File: src/rtl/sram_write_buffer.sv
// sram_write_buffer: posted-write FIFO between the cache controller and the SRAM controller.
// Latency: writes complete in the request cycle (ready is combinational); reads return one cycle after sram_ready.
// Backpressure: writes stall while wb_full; reads stall until the buffered writes they depend on have retired.
// Ports: clk/rst; cache side wr_req, rd_req, address, wdata -> ready, rdata;
//        SRAM side sram_write, sram_read, sram_address, sram_wdata <- sram_rdata, sram_ready;
//        status wb_empty, wb_full.
// Optional: define WBUF_CONFLICT_DRAIN_EN to let reads bypass buffered writes to other 8-byte lines.
module sram_write_buffer #(
  parameter int DEPTH  = 4,
  parameter int ADDR_W = 32,
  parameter int DATA_W = 32,
  parameter int LINE_W = 64
) (
  input  logic              clk,
  input  logic              rst,
  input  logic              wr_req,
  input  logic              rd_req,
  input  logic [ADDR_W-1:0] address,
  input  logic [DATA_W-1:0] wdata,
  output logic              ready,
  output logic [LINE_W-1:0] rdata,
  output logic              sram_write,
  output logic              sram_read,
  output logic [ADDR_W-1:0] sram_address,
  output logic [DATA_W-1:0] sram_wdata,
  input  logic [LINE_W-1:0] sram_rdata,
  input  logic              sram_ready,
  output logic              wb_empty,
  output logic              wb_full
);
  localparam int PTR_W = $clog2(DEPTH);
  localparam int CNT_W = $clog2(DEPTH + 1);

  typedef enum logic [1:0] {S_IDLE, S_WR, S_RD, S_RDONE} state_t;

  state_t            state_q, state_d;
  logic [ADDR_W-1:0] addr_mem_q [DEPTH];
  logic [DATA_W-1:0] data_mem_q [DEPTH];
  logic [PTR_W-1:0]  wr_ptr_q, rd_ptr_q;
  logic [CNT_W-1:0]  count_q, count_d;
  logic [LINE_W-1:0] rdata_q, rdata_d;
  logic              rd_done_q, rd_done_d;
  logic              push, pop;
  logic              rd_ok_idle;  // read may issue with the FIFO as it stands
  logic              rd_ok_pop;   // read may issue once the head entry pops

  assign wb_empty = (count_q == '0);
  assign wb_full  = (count_q == CNT_W'(DEPTH));

  // Full is judged on the registered count, so a pop in the same cycle
  // does not open a slot until the following cycle. Reads win over writes.
  assign push    = wr_req & ~rd_req & ~wb_full;
  assign pop     = (state_q == S_WR) & sram_ready;
  assign count_d = count_q + CNT_W'(push) - CNT_W'(pop);

`ifdef WBUF_CONFLICT_DRAIN_EN
  logic [DEPTH-1:0] match;
  logic [DEPTH-1:0] head_oh;

  // An entry is live when its distance from the read pointer is below count.
  for (genvar g = 0; g < DEPTH; g++) begin : g_match
    logic [PTR_W-1:0] offs;
    assign offs     = PTR_W'(g) - rd_ptr_q;
    assign match[g] = (CNT_W'(offs) < count_q) &&
                      (addr_mem_q[g][ADDR_W-1:3] == address[ADDR_W-1:3]);
  end

  assign head_oh    = DEPTH'(1) << rd_ptr_q;
  assign rd_ok_idle = ~|match;
  assign rd_ok_pop  = ~|(match & ~head_oh);
`else
  // Drain-all ordering: a read waits until every buffered write has retired.
  assign rd_ok_idle = (count_q == '0);
  assign rd_ok_pop  = (count_q == CNT_W'(1));
`endif

  always_ff @(posedge clk) begin
    if (rst) begin
      state_q   <= S_IDLE;
      wr_ptr_q  <= '0;
      rd_ptr_q  <= '0;
      count_q   <= '0;
      rdata_q   <= '0;
      rd_done_q <= 1'b0;
    end else begin
      state_q   <= state_d;
      count_q   <= count_d;
      rdata_q   <= rdata_d;
      rd_done_q <= rd_done_d;
      if (push) wr_ptr_q <= wr_ptr_q + PTR_W'(1);
      if (pop)  rd_ptr_q <= rd_ptr_q + PTR_W'(1);
    end
  end

  always_ff @(posedge clk) begin
    if (push) begin
      addr_mem_q[wr_ptr_q] <= address;
      data_mem_q[wr_ptr_q] <= wdata;
    end
  end

  always_comb begin
    state_d   = state_q;
    rdata_d   = rdata_q;
    rd_done_d = 1'b0;
    case (state_q)
      S_IDLE: begin
        // Counting the entry pushed this cycle starts its retirement one cycle sooner.
        if (rd_req && rd_ok_idle)          state_d = S_RD;
        else if ((count_q != '0) || push)  state_d = S_WR;
      end
      S_WR: begin
        if (sram_ready) begin
          if (rd_req && rd_ok_pop)         state_d = S_RD;
          else if (count_d != '0)          state_d = S_WR;
          else                             state_d = S_IDLE;
        end
      end
      S_RD: begin
        if (sram_ready) begin
          rdata_d   = sram_rdata;
          rd_done_d = 1'b1;
          state_d   = S_RDONE;
        end
      end
      S_RDONE: state_d = S_IDLE;
      default: state_d = S_IDLE;
    endcase
  end

  assign ready        = push | rd_done_q;
  assign rdata        = rdata_q;
  assign sram_write   = (state_q == S_WR);
  assign sram_read    = (state_q == S_RD);
  assign sram_address = sram_read ? address : addr_mem_q[rd_ptr_q];
  assign sram_wdata   = data_mem_q[rd_ptr_q];

  // The cache controller never presents a read and a write together.
  assert property (@(posedge clk) disable iff (rst) !(wr_req && rd_req));

endmodule

File: config.mk
export PLATFORM = sky130hd
export DESIGN_NAME = sram_write_buffer
export DESIGN_NICKNAME = d
export VERILOG_FILES = /design/src/rtl/sram_write_buffer.sv
export SDC_FILE = /design/constraint.sdc
export NUM_CORES = 1
export LEC_CHECK = 0
export CORE_MARGIN = 3
export CORE_UTILIZATION = 51
export CTS_CLUSTER_DIAMETER = 120
export DETAILED_ROUTE_END_ITERATION = 7
export PLACE_DENSITY_LB_ADDON = 0.3
export SKIP_LAST_GASP = 1
export SYNTH_ARGS = -nofsm -noshare
export SYNTH_HDL_FRONTEND = slang
export SYNTH_SLANG_ARGS = --single-unit
File: constraint.sdc
create_clock -name clk -period 3.9 [get_ports clk]
set_input_delay 0.78 -clock clk [delete_from_list [all_inputs] [get_ports clk]]
set_output_delay 0.78 -clock clk [all_outputs]
set_load 0.02 [all_outputs]
# [After elaboration in Yosys (flattened, before gate mapping)]
# Memory sizes are Yosys's and may differ from the RTL's. A register that Yosys moved wholly into a read port is not among the register bits.
# Cells that the tools add are included.
[word_totals] register_bits=74 mem_bits_rw=256 inputBits=133 output_inout_bits=133 word_cells=52 mem_count=2
[memory_table] name="addr_mem_q" depth=4 word_bits=32 read_ports=1 rd_clocked_by_memory_dff=1 write_ports=1 line="37" rtl="logic [ADDR_W-1:0] addr_mem_q [DEPTH];"
[memory_table] name="data_mem_q" depth=4 word_bits=32 read_ports=1 rd_clocked_by_memory_dff=1 write_ports=1 line="38" rtl="logic [DATA_W-1:0] data_mem_q [DEPTH];"
[op_classes] addsub=4 n_eq_ne=8 muxes=15 n_bitwise=7 reduce_logical=10
[ops] cell="$mux W32" n=1
[ops] cell="$mux W2" n=9
[ops] cell="$pmux W2 S4" n=1
[ops] cell="$reduce_bool A3 Y1" n=2
[ops] cell="$add A2 B1 Y2 const B" n=2
[ops] cell="$eq A2 B2 Y1 const B" n=2
[ops] cell="$mux W1" n=4
[ops] cell="$ne A2 B1 Y1 const B" n=2
[ops] cell="$add A3 B1 Y3" n=1
[ops] cell="$and A1 B1 Y1" n=3
[ops] cell="$eq A3 B1 Y1 const B" n=1
[ops] cell="$eq A3 B3 Y1 const B" n=1
[ops] cell="$logic_not A3 Y1" n=1
[ops] cell="$ne A3 B3 Y1 const B" n=1
[ops] cell="$not A1 Y1" n=3
[ops] cell="$reduce_and A3 Y1" n=1
[ops] cell="$sub A3 B1 Y3" n=1
[ops] cell="$eq A2 B1 Y1 const B" n=1
[ops] cell="$logic_and A1 B1 Y1" n=2
[ops] cell="$logic_not A2 Y1" n=1
[ops] cell="$reduce_and A2 Y1" n=1
[ops] cell="$reduce_or A2 Y1" n=1
[ops] cell="$logic_or A1 B1 Y1" n=1
[ops] cell="$or A1 B1 Y1" n=1

# [Logic depth before layout (Yosys ltp)]
# Gate-level depths: netlist of the first run.
[depth] ltp_word=10 mapped_depth=12 depth_no_buf=11

# [Worst setup path before layout of the first run]
# No wires, ideal clock.
[synth_path] path_type="input to register" from="in wr_req" to="mem addr_mem_q[0][0] (enable)" setup_ns=0.429 arrival_ns=2.613 required_time_ns=3.471 slack_ns=0.858 cell_stages=2 path_cell_list="nor2b_1 -> and3_1"
[synth_via] elab_chain_cells=4
[synth_lines] item="from (decl)" line="16" rtl="input logic wr_req,"
[synth_lines] item="$and A1 B1 Y1 (2 in series)" line="52" rtl="assign push = wr_req & ~rd_req & ~wb_full;"
[synth_lines] item="$mux W1" line="96" rtl="if (push) begin"
[synth_lines] item="$mux W1 (implied by the code)" line="97" rtl="addr_mem_q[wr_ptr_q] <= address;"
[synth_lines] item="to (decl)" line="37"
# No other way between the ends.

==> results of run 1 <==
-- cell families (layout without fill, tap and decap cells) --
group | Yosys count | count (layout) | share of synthesized area [%]
muxes | 96 | 96 | 15.3
buffers and inverters | 50 | 348 | 2.23
AOI/OAI and AO/OA | 73 | 73 | 3.01
xor gates and xnor gates | 3 | 3 | 0.318
adders and majority gates | 7 | 7 | 0.756
and+or+nand+nor | 157 | 157 | 5.20
DFF | 332 | 332 | 73.2
-- layout make-up --
cell class	count	area, µm²
multi-input combinational	336	3110
clock buffer	41	898
fill	1590	7160
timing repair buffer	279	2840
tap	319	399
inverter	9	33.8
clock inverter	19	169
sequential	332	9210
-- cell usage after synthesis, types with 2 or more instances --
cell / count
a21oi_1: 67
and3_1: 4
buf_12: 2
buf_2: 24
buf_4: 3
clkbuf_1: 9
dfxtp_1: 76
edfxtp_1: 256
ha_1: 6
inv_1: 9
mux2_2: 7
mux2_4: 25
mux4_1: 6
mux4_2: 58
nand2_1: 129
nand2b_1: 2
nand3_1: 2
nor2_1: 6
nor2b_1: 6
o21ai_0: 2
or2_2: 2
-- routing by layer --
| layer | global-route usage (%) | vias up | wire length (µm) |
|---|---|---|---|
| met1 | 25.5 | 3488 | 10400 |
| met3 | 6.75 | 47 | 2180 |
| met4 | 5.38 | 2 | 562 |
| met5 | 0 | - | 7 |
| met2 | 34.3 | 232 | 13400 |
| li1 | - | 3292 | - |
-- how the worst max path moves through the flow --
stage | start | slack [ps] | to
global placement | rd_req | 650 | state_q[0]
finish | register | 380 | sram_wdata[6]
floorplan | wr_req | 860 | addr_mem_q[0][0]
global route | register | 190 | sram_wdata[22]
CTS | register | 290 | sram_wdata[6]
detailed placement | rd_req | 580 | state_q[0]
-- through the flow --
stage,instance area [µm²],hold slack [ps],instances,setup WS [ps]
final,16700,451,1335,376
after floorplan,12600,477,718,858
after global routing,16700,471,1335,190
after detailed placement,15600,446,1275,584
after CTS,16700,454,1335,285
after global placement,15600,440,1275,654
-- sequential cells by signal, summed over array words and instances, names as in the netlist, named ones only --
name,flops
rd_done_q,1
rd_ptr_q,2
rdata,64
data_mem_q,128
state_q,2
wr_ptr_q,2
count_q,3
addr_mem_q,128
-- tightest hold or removal path, delay by kind of cell, from the launching register on --
kind / cells / cell delay, ps
AOI/OAI and AO/OA: 1 / 50
DFF: 1 / 310
and+or+nand+nor: 1 / 50
-- power by group through the flow --
stage                     sequential, W  clock (W)  combinational (W)
after floorplan                 0.00421          0            0.00129
after global placement          0.00417          0            0.00220
after detailed placement        0.00419          0            0.00221
after CTS                       0.00411    0.00316            0.00222
after global routing            0.00413    0.00330            0.00233
final                           0.00411    0.00308            0.00218
==> flow_summary_export.csv, run 1 <==
group,metric,value,unit
setup_path,cp_max_fo,26,
layout,fin_util,70.0,%
setup_path,endpoint_kind,"output port",
pwr,power.net_switching,0.00238,W
setup_path,timing.critical_path.cells,"buf_4, mux4_2, clkdlybuf4s50_1",
clocking,numCtsBuffers,34,
setup_path,arrival_time_worst_endpoint,2740,ps
sta,worst_pin_slew,916,ps
yosys,syn-cell-area,0.0126,mm²
setup_path,worst_setup_path_start_kind,"register",
pwr,power_density,562,mW/mm²
setup_path,timing.rr.end,"state_q[0]",
clocking,cts_tree,"yes",
global_route,grt_pass1_vias,7528,
yosys,synth_edf_count,256,
routing,wl_per_cell,19.8,µm
yosys,async_flop_share,0,%
routing,num_vias,7061,
layout,layout_common_cells,"clkdlybuf4s50_1, edfxtp_1, nand2_1",
sta,rsz0062_at_grt,"false",
setup_path,path_buf_inv,2,
routing,drt_pass1_iterations,4,
die,fp.dieW,163,µm
sta,clock_skew,11.5,ps
layout,drive_above_1_share,15.8,%
setup_path,critical-path-top-delay-family,"buffers and inverters",
clocking,post-cts-setup-buffers,0,
pwr,power.internal,0.00700,W
clocking,clk_transition_reported_paths,60,ps
setup_path,setup.reg_to_reg.worst_slack,1220,ps
die,dieArea,0.0266,mm²
pwr,power.share.switching,25.3,%
pwr,sequentialPowerShare,43.8,%
placed_design,place_congestion,0.763,
global_route,total_global_route_track_usage,20.3,%
clocking,cts_repair_resize_count,0,
sta,finalSetupViolations,0,
setup_path,timing.critical_path.slowest_stage_cell,"mux4_2",
yosys,synth_seq_cells,332,
sta,max_clock_freq,284,MHz
setup_path,timing.critical_path.required,3120,ps
yosys,syn-instance-count,718,
layout,mostFrequentLayoutCell,"clkdlybuf4s50_1",
yosys,syn_nets,858,
sta,finalHoldViolations,0,
clocking,clk_root_buffer_cell,"clkbuf_16",
die,initial_core_util,52.8,%
clocking,clkLatencyLatePin,500,ps
clocking,h-tree-depth,2,
routing,drt_wl_total,26.5,mm
run,maxCapViolCount,0,
setup_path,criticalPathCategory,"register to output port",
sta,setup-tns-final,0,ps
pwr,clkPwrFrac,32.9,%
layout,layout.nets,1132,
yosys,ys_warn_count,0,
setup_path,count_of_cell_instances_traversed_by_the_critical_path,3,
die,fp_rows,56,
sta,slew_viol_final,0,
pwr,leakage,5.50,nW
outcome,run_status,"finished clean",
layout,n_antenna_cell,0,
yosys,synthDominantCellAreaShare,61.1,%
setup_path,critical_path.reg2reg.startpoint,"count_q[2]",
placed_design,detailed_place_hpwl,17.2,mm
clocking,cts-hold-fix-buffers,0,
die,fp.dieH,163,µm
clocking,number_of_clock_sinks_seen_by_cts,332,
pwr,ir_drop,0.421,mV
worst_hold_path,hp-start,"rdata[20]",
routing,via_per_inst,5.29,
pwr,totalPowerFinal,0.00937,W
clocking,cts-root-to-sink-buffers,3,
layout,syn2layout_area_growth,32.5,%
yosys,synthDistinctLibCells,38,
worst_hold_path,timing.hold.worst_endpoint,"rdata[20]",
sta,finalCriticalPeriod,3520,ps
worst_hold_path,hold_crit_class,"register to register",
yosys,synth.yosys.seq_area_share,73.2,%
setup_path,r2r_cells,11,
global_route,grt_overflow,0,
die,design.portCount,266,
yosys,syn-mean-instance-area,17.5,µm²
yosys,synth_area_leader_cell,"edfxtp_1",
routing,post_detailed_route_count_of_antenna_violating_nets,0,
sta,timing.max_slew.rel_slack,39.0,%
pwr,comb_power_share,23.3,%
placed_design,io_buffer_count,265,
routing,initialDrtViolationCount,380,
yosys,yosys_most_used_dff,"edfxtp_1",
global_route,grt_max_degree,66,
sta,final_min_period_over_clock_period,90.4,%
worst_hold_path,worstHoldPathCells,2,
global_route,grt_first_pass_wirelength,41.7,mm
routing,drt_drc_violations_left,0,
yosys,synth_area_leaders,"edfxtp_1, dfxtp_1, mux4_2",
setup_path,crit_path_max_incr_delay,580,ps
global_route,antenna_found_initial,1,
die,placeableCoreArea,0.0238,mm²
(Power assumes the default switching activity.)
==> run 2, diff against run 1 <==
--- a/config.mk
+++ b/config.mk
@@ -6,9 +6,11 @@
 export NUM_CORES = 1
 export LEC_CHECK = 0
 export CORE_MARGIN = 3
-export CORE_UTILIZATION = 51
+export CORE_UTILIZATION = 53
+export CTS_BUF_LIST = sky130_fd_sc_hd__clkbuf_4 sky130_fd_sc_hd__clkbuf_8
 export CTS_CLUSTER_DIAMETER = 120
 export DETAILED_ROUTE_END_ITERATION = 7
+export GPL_ROUTABILITY_DRIVEN = 1
 export PLACE_DENSITY_LB_ADDON = 0.3
 export SKIP_LAST_GASP = 1
 export SYNTH_ARGS = -nofsm -noshare
==> flow_summary_export.csv, run 2 (synthesis results as in run 1) <==
group,metric,value,unit
sta,timing.max_slew.rel_slack,43.7,%
global_route,grt_first_pass_wirelength,41.4,mm
clocking,cts-root-to-sink-buffers,3,
setup_path,critical_path.reg2reg.startpoint,"count_q[2]",
routing,via_per_inst,5.24,
routing,wl_met1,10.2,mm
routing,met3WireLength,2.40,mm
worst_hold_path,worstHoldPathCells,2,
routing,drt_wl_total,26.1,mm
global_route,grt_overflow,0,
clocking,clkLatencyLatePin,550,ps
setup_path,arrival_time_worst_endpoint,2810,ps
pwr,power_density,548,mW/mm²
global_route,total_global_route_track_usage,20.4,%
die,dieArea,0.0256,mm²
layout,drive_above_1_share,18.8,%
die,placeableCoreArea,0.0230,mm²
placed_design,detailed_place_hpwl,16.5,mm
run,maxCapViolCount,0,
routing,met2RoutedLength,13.0,mm
layout,fillCellCount,1497,
layout,syn2layout_area_growth,31.9,%
placed_design,place_congestion,0.767,
routing,post_detailed_route_count_of_antenna_violating_nets,0,
setup_path,critical-path-top-delay-family,"buffers and inverters",
worst_hold_path,hold_crit_class,"register to register",
clocking,h-tree-depth,2,
outcome,run_status,"finished clean",
setup_path,timing.critical_path.cells,"buf_12, mux4_2, mux2_4, clkdlybuf4s50_1",
die,design.portCount,266,
clocking,cts_repair_resize_count,0,
setup_path,crit_path_max_incr_delay,570,ps
global_route,antenna_found_initial,1,
sta,rsz0062_at_grt,"false",
sta,finalCriticalPeriod,3590,ps
placed_design,placed_cell_area,0.0156,mm²
pwr,leakage,5.54,nW
setup_path,cp_max_fo,30,
clocking,cts-hold-fix-buffers,0,
clocking,cts_tree,"yes",
placed_design,io_buffer_count,265,
sta,slew_viol_final,0,
setup_path,worst_setup_path_start_kind,"register",
sta,final_min_period_over_clock_period,92.1,%
routing,wl_per_cell,19.1,µm
sta,finalSetupViolations,0,
setup_path,timing.critical_path.required,3120,ps
worst_hold_path,hp-start,"rdata[58]",
routing,drt_drc_violations_left,0,
layout,layout_common_cells,"clkdlybuf4s50_1, edfxtp_1, nand2_1",
routing,num_vias,7155,
setup_path,r2r_cells,11,
layout,mostFrequentLayoutCell,"clkdlybuf4s50_1",
setup_path,timing.critical_path.slowest_stage_cell,"dfxtp_4",
clocking,number_of_clock_sinks_seen_by_cts,332,
sta,finalHoldViolations,0,
clocking,clk_root_buffer_cell,"clkbuf_8",
layout,layout.nets,1150,
clocking,post-cts-setup-buffers,0,
setup_path,path_buf_inv,2,
sta,max_clock_freq,278,MHz
setup_path,endpoint_kind,"output port",
sta,setup-tns-final,0,ps
die,fp.dieW,160,µm
sta,clock_skew,18.2,ps
clocking,clk_transition_reported_paths,60,ps
die,initial_core_util,54.7,%
setup_path,setup.reg_to_reg.worst_slack,1300,ps
global_route,grt_max_degree,66,
routing,route.top_layer_used,"met4",
die,fp_rows,55,
clocking,numCtsBuffers,53,
worst_hold_path,timing.hold.worst_endpoint,"rdata[58]",
pwr,ir_drop,0.377,mV
layout,final_area,0.0166,mm²
die,fp.dieH,160,µm
routing,drt_pass1_iterations,5,
setup_path,timing.rr.end,"state_q[0]",
global_route,grt_pass1_vias,7646,
routing,initialDrtViolationCount,407,
setup_path,criticalPathCategory,"register to output port",
sta,worst_pin_slew,844,ps
## run 2: worst min-delay path, cell delays in order (launching register included)
cell,delay [ps]
dfxtp_1,310
nand2_1,50
a21oi_1,50
## run 2: worst max path at each step
stage               startpoint          endpoint  slack, ps  depth (start not counted)
detailed placement      rd_req        state_q[0]        600                         11
global route          register  sram_address[26]        150                          4
floorplan               wr_req  addr_mem_q[0][0]        860                          2
finish                register  sram_address[26]        310                          4
CTS                   register  sram_address[26]        220                          4
global placement        rd_req        state_q[0]        660                         11
## run 2: final cells by class
cell class                 count  area [µm²]  area share (%)
inverter                       9        33.8           0.204
multi-input combinational    336        3100            18.7
clock inverter                24         134           0.807
timing repair buffer         278        2820            17.0
clock buffer                  73         898            5.42
sequential                   332        9210            55.5
antenna                        1        2.50          0.0151
tap                          313         392            2.36
## run 2: metrics by stage
| step | hold slack [ps] | util [%] | cells | total power (W) | setup slack (ps) |
|---|---|---|---|---|---|
| 2_1_floorplan | 477 | - | 718 | 0.00550 | 858 |
| 3_3_place_gp | 441 | 67.7 | 1268 | 0.00635 | 655 |
| 3_5_place_dp | 446 | 67.7 | 1268 | 0.00638 | 604 |
| 4_1_cts | 454 | 72.2 | 1365 | 0.00922 | 218 |
| 5_1_grt | 468 | 72.2 | 1366 | 0.00949 | 146 |
| 6_report | 452 | 72.2 | 1366 | 0.00910 | 308 |
## run 2: layer usage
metal	GRT usage, %	up-vias
li1	-	3327
met1	25.0	3527
met2	34.1	273
met3	7.81	28
met4	6.23	0
met5	0	-
## run 2: power by group
| part | switching (W) | internal (W) |
|---|---|---|
| Sequential | 0.000113 | 0.00400 |
| Clock | 0.00126 | 0.00156 |
| Combinational | 0.00101 | 0.00116 |
==> run 3, diff against run 2 <==
--- a/config.mk
+++ b/config.mk
@@ -5,7 +5,7 @@
 export SDC_FILE = /design/constraint.sdc
 export NUM_CORES = 1
 export LEC_CHECK = 0
-export CORE_MARGIN = 3
+export CORE_MARGIN = 2
 export CORE_UTILIZATION = 53
 export CTS_BUF_LIST = sky130_fd_sc_hd__clkbuf_4 sky130_fd_sc_hd__clkbuf_8
 export CTS_CLUSTER_DIAMETER = 120
==> flow_summary_export.csv, run 3 (synthesis results as in run 1) <==
group,metric,value,unit
die,fp_rows,56,
sta,rsz0062_at_grt,"false",
sta,worst_pin_slew,971,ps
sta,finalHoldViolations,0,
sta,setup-tns-final,0,ps
global_route,grt_first_pass_wirelength,39.1,mm
sta,finalSetupViolations,0,
clocking,number_of_clock_sinks_seen_by_cts,332,
sta,timing.max_slew.rel_slack,35.2,%
clocking,post-cts-setup-buffers,0,
routing,drt_pass1_iterations,4,
die,fp.dieH,158,µm
global_route,met2_usage,34.7,%
global_route,grt_pass1_vias,7491,
sta,final_min_period_over_clock_period,89.6,%
setup_path,endpoint_kind,"output port",
setup_path,crit_path_max_incr_delay,590,ps
pwr,power.net_switching,0.00237,W
global_route,gr-max-usage-layer,"met2",
clocking,h-tree-depth,2,
worst_hold_path,hp-start,"rdata[38]",
routing,wl_per_cell,18.7,µm
setup_path,timing.critical_path.slowest_stage_cell,"dfxtp_4",
die,dieArea,0.0250,mm²
routing,num_vias,7173,
placed_design,place_congestion,0.757,
clocking,clkLatencyLatePin,550,ps
layout,n_antenna_cell,0,
outcome,run_status,"finished clean",
layout,fillCellCount,1531,
global_route,grt_max_degree,66,
sta,finalCriticalPeriod,3490,ps
routing,drt_wl_total,25.6,mm
routing,post_detailed_route_count_of_antenna_violating_nets,0,
layout,mostFrequentLayoutCell,"clkdlybuf4s50_1",
setup_path,timing.critical_path.cells,"buf_12, mux4_2, mux2_4, clkdlybuf4s50_1",
run,maxCapViolCount,0,
worst_hold_path,hold_crit_class,"register to register",
layout,fin_util,70.7,%
clocking,numCtsBuffers,52,
global_route,globalRouteMet1Util,24.5,%
pwr,comb_power_share,24.1,%
die,design.portCount,266,
clocking,cts-root-to-sink-buffers,3,
pwr,clkPwrFrac,30.1,%
pwr,sequentialPowerShare,45.8,%
routing,via_per_inst,5.24,
die,placeableCoreArea,0.0234,mm²
sta,clock_skew,9.75,ps
placed_design,placed_cell_area,0.0156,mm²
layout,final_area,0.0166,mm²
routing,initialDrtViolationCount,381,
clocking,cts_repair_resize_count,0,
pwr,leakage,5.52,nW
global_route,total_global_route_track_usage,20.4,%
placed_design,io_buffer_count,265,
setup_path,arrival_time_worst_endpoint,2710,ps
setup_path,critical_path.reg2reg.startpoint,"count_q[2]",
die,fp.dieW,158,µm
sta,finalHoldWorstSlack,452,ps
clocking,cts_tree,"yes",
clocking,cts-hold-fix-buffers,0,
pwr,power.share.switching,26.3,%
clocking,clk_transition_reported_paths,60,ps
pwr,ir_drop,0.334,mV
setup_path,cp_max_fo,18,
global_route,use_met3,7.66,%
routing,drt_drc_violations_left,0,
setup_path,criticalPathCategory,"register to output port",
placed_design,detailed_place_hpwl,16.3,mm
layout,syn2layout_area_growth,31.6,%
setup_path,timing.critical_path.required,3120,ps
pwr,power_density,542,mW/mm²
global_route,grt_overflow,0,
sta,max_clock_freq,286,MHz
layout,layout_common_cells,"clkdlybuf4s50_1, edfxtp_1, nand2_1",
layout,drive_above_1_share,18.8,%
layout,layout.nets,1151,
setup_path,worst_setup_path_start_kind,"register",
die,initial_core_util,53.7,%
global_route,antenna_found_initial,0,
sta,slew_viol_final,0,
pwr,power.internal,0.00661,W
clocking,clk_root_buffer_cell,"clkbuf_8",
-- run 3: cell count changes in the layout (fill, tap and decap cells not counted), sizes merged --
cell    previous run  this run
clkinv            21        20
clkbuf            73        72
buf               14        16
bufinv             1         0
diode              1         0
-- run 3: area by class of cell --
class                      count  area (µm²)  share of cell area, %
sequential                   332        9210                   55.7
multi-input combinational    336        3100                   18.7
timing repair buffer         280        2840                   17.1
clock buffer                  72         878                   5.31
tap                          319         399                   2.41
clock inverter                22         100                  0.605
inverter                       9        33.8                  0.204
-- run 3: worst paths after layout --
| check | to | slack, ps | cells past startpoint |
|---|---|---|---|
| worst max-delay path | sram_address[7] | 410 | 4 |
| worst min-delay path | rdata[38] | 450 | 2 |
| worst max register to register | state_q[0] | 1260 | 11 |
| worst min register to register | rdata[38] | 450 | 2 |
-- run 3: routing by layer --
layer  vias up  routed length [µm]
met5         -                   0
met4         0                 497
met3        39                2190
met2       255               12900
met1      3546                9980
li1       3333                   -
-- run 3: worst max-delay path, delay by kind of cell, from the launching register on --
kind | cells | cell delay [ps]
multiplexers | 2 | 780
buffers and inverters | 2 | 790
flip-flops | 1 | 590
-- run 3: power by group through the flow --
stage                     clock network, W  logic (W)  registers, W
final                              0.00270    0.00216       0.00411
after global routing               0.00293    0.00231       0.00414
after CTS                          0.00278    0.00219       0.00411
after detailed placement                 0    0.00219       0.00419
after global placement                   0    0.00217       0.00418
after floorplan                          0    0.00129       0.00421
-- run 3: through the flow --
step	setup WS, ps	total power (W)	cells
after CTS	322	0.00909	1370
after detailed placement	577	0.00637	1276
final	406	0.00898	1370
after global routing	274	0.00937	1370
after floorplan	858	0.00550	718
after global placement	623	0.00635	1276
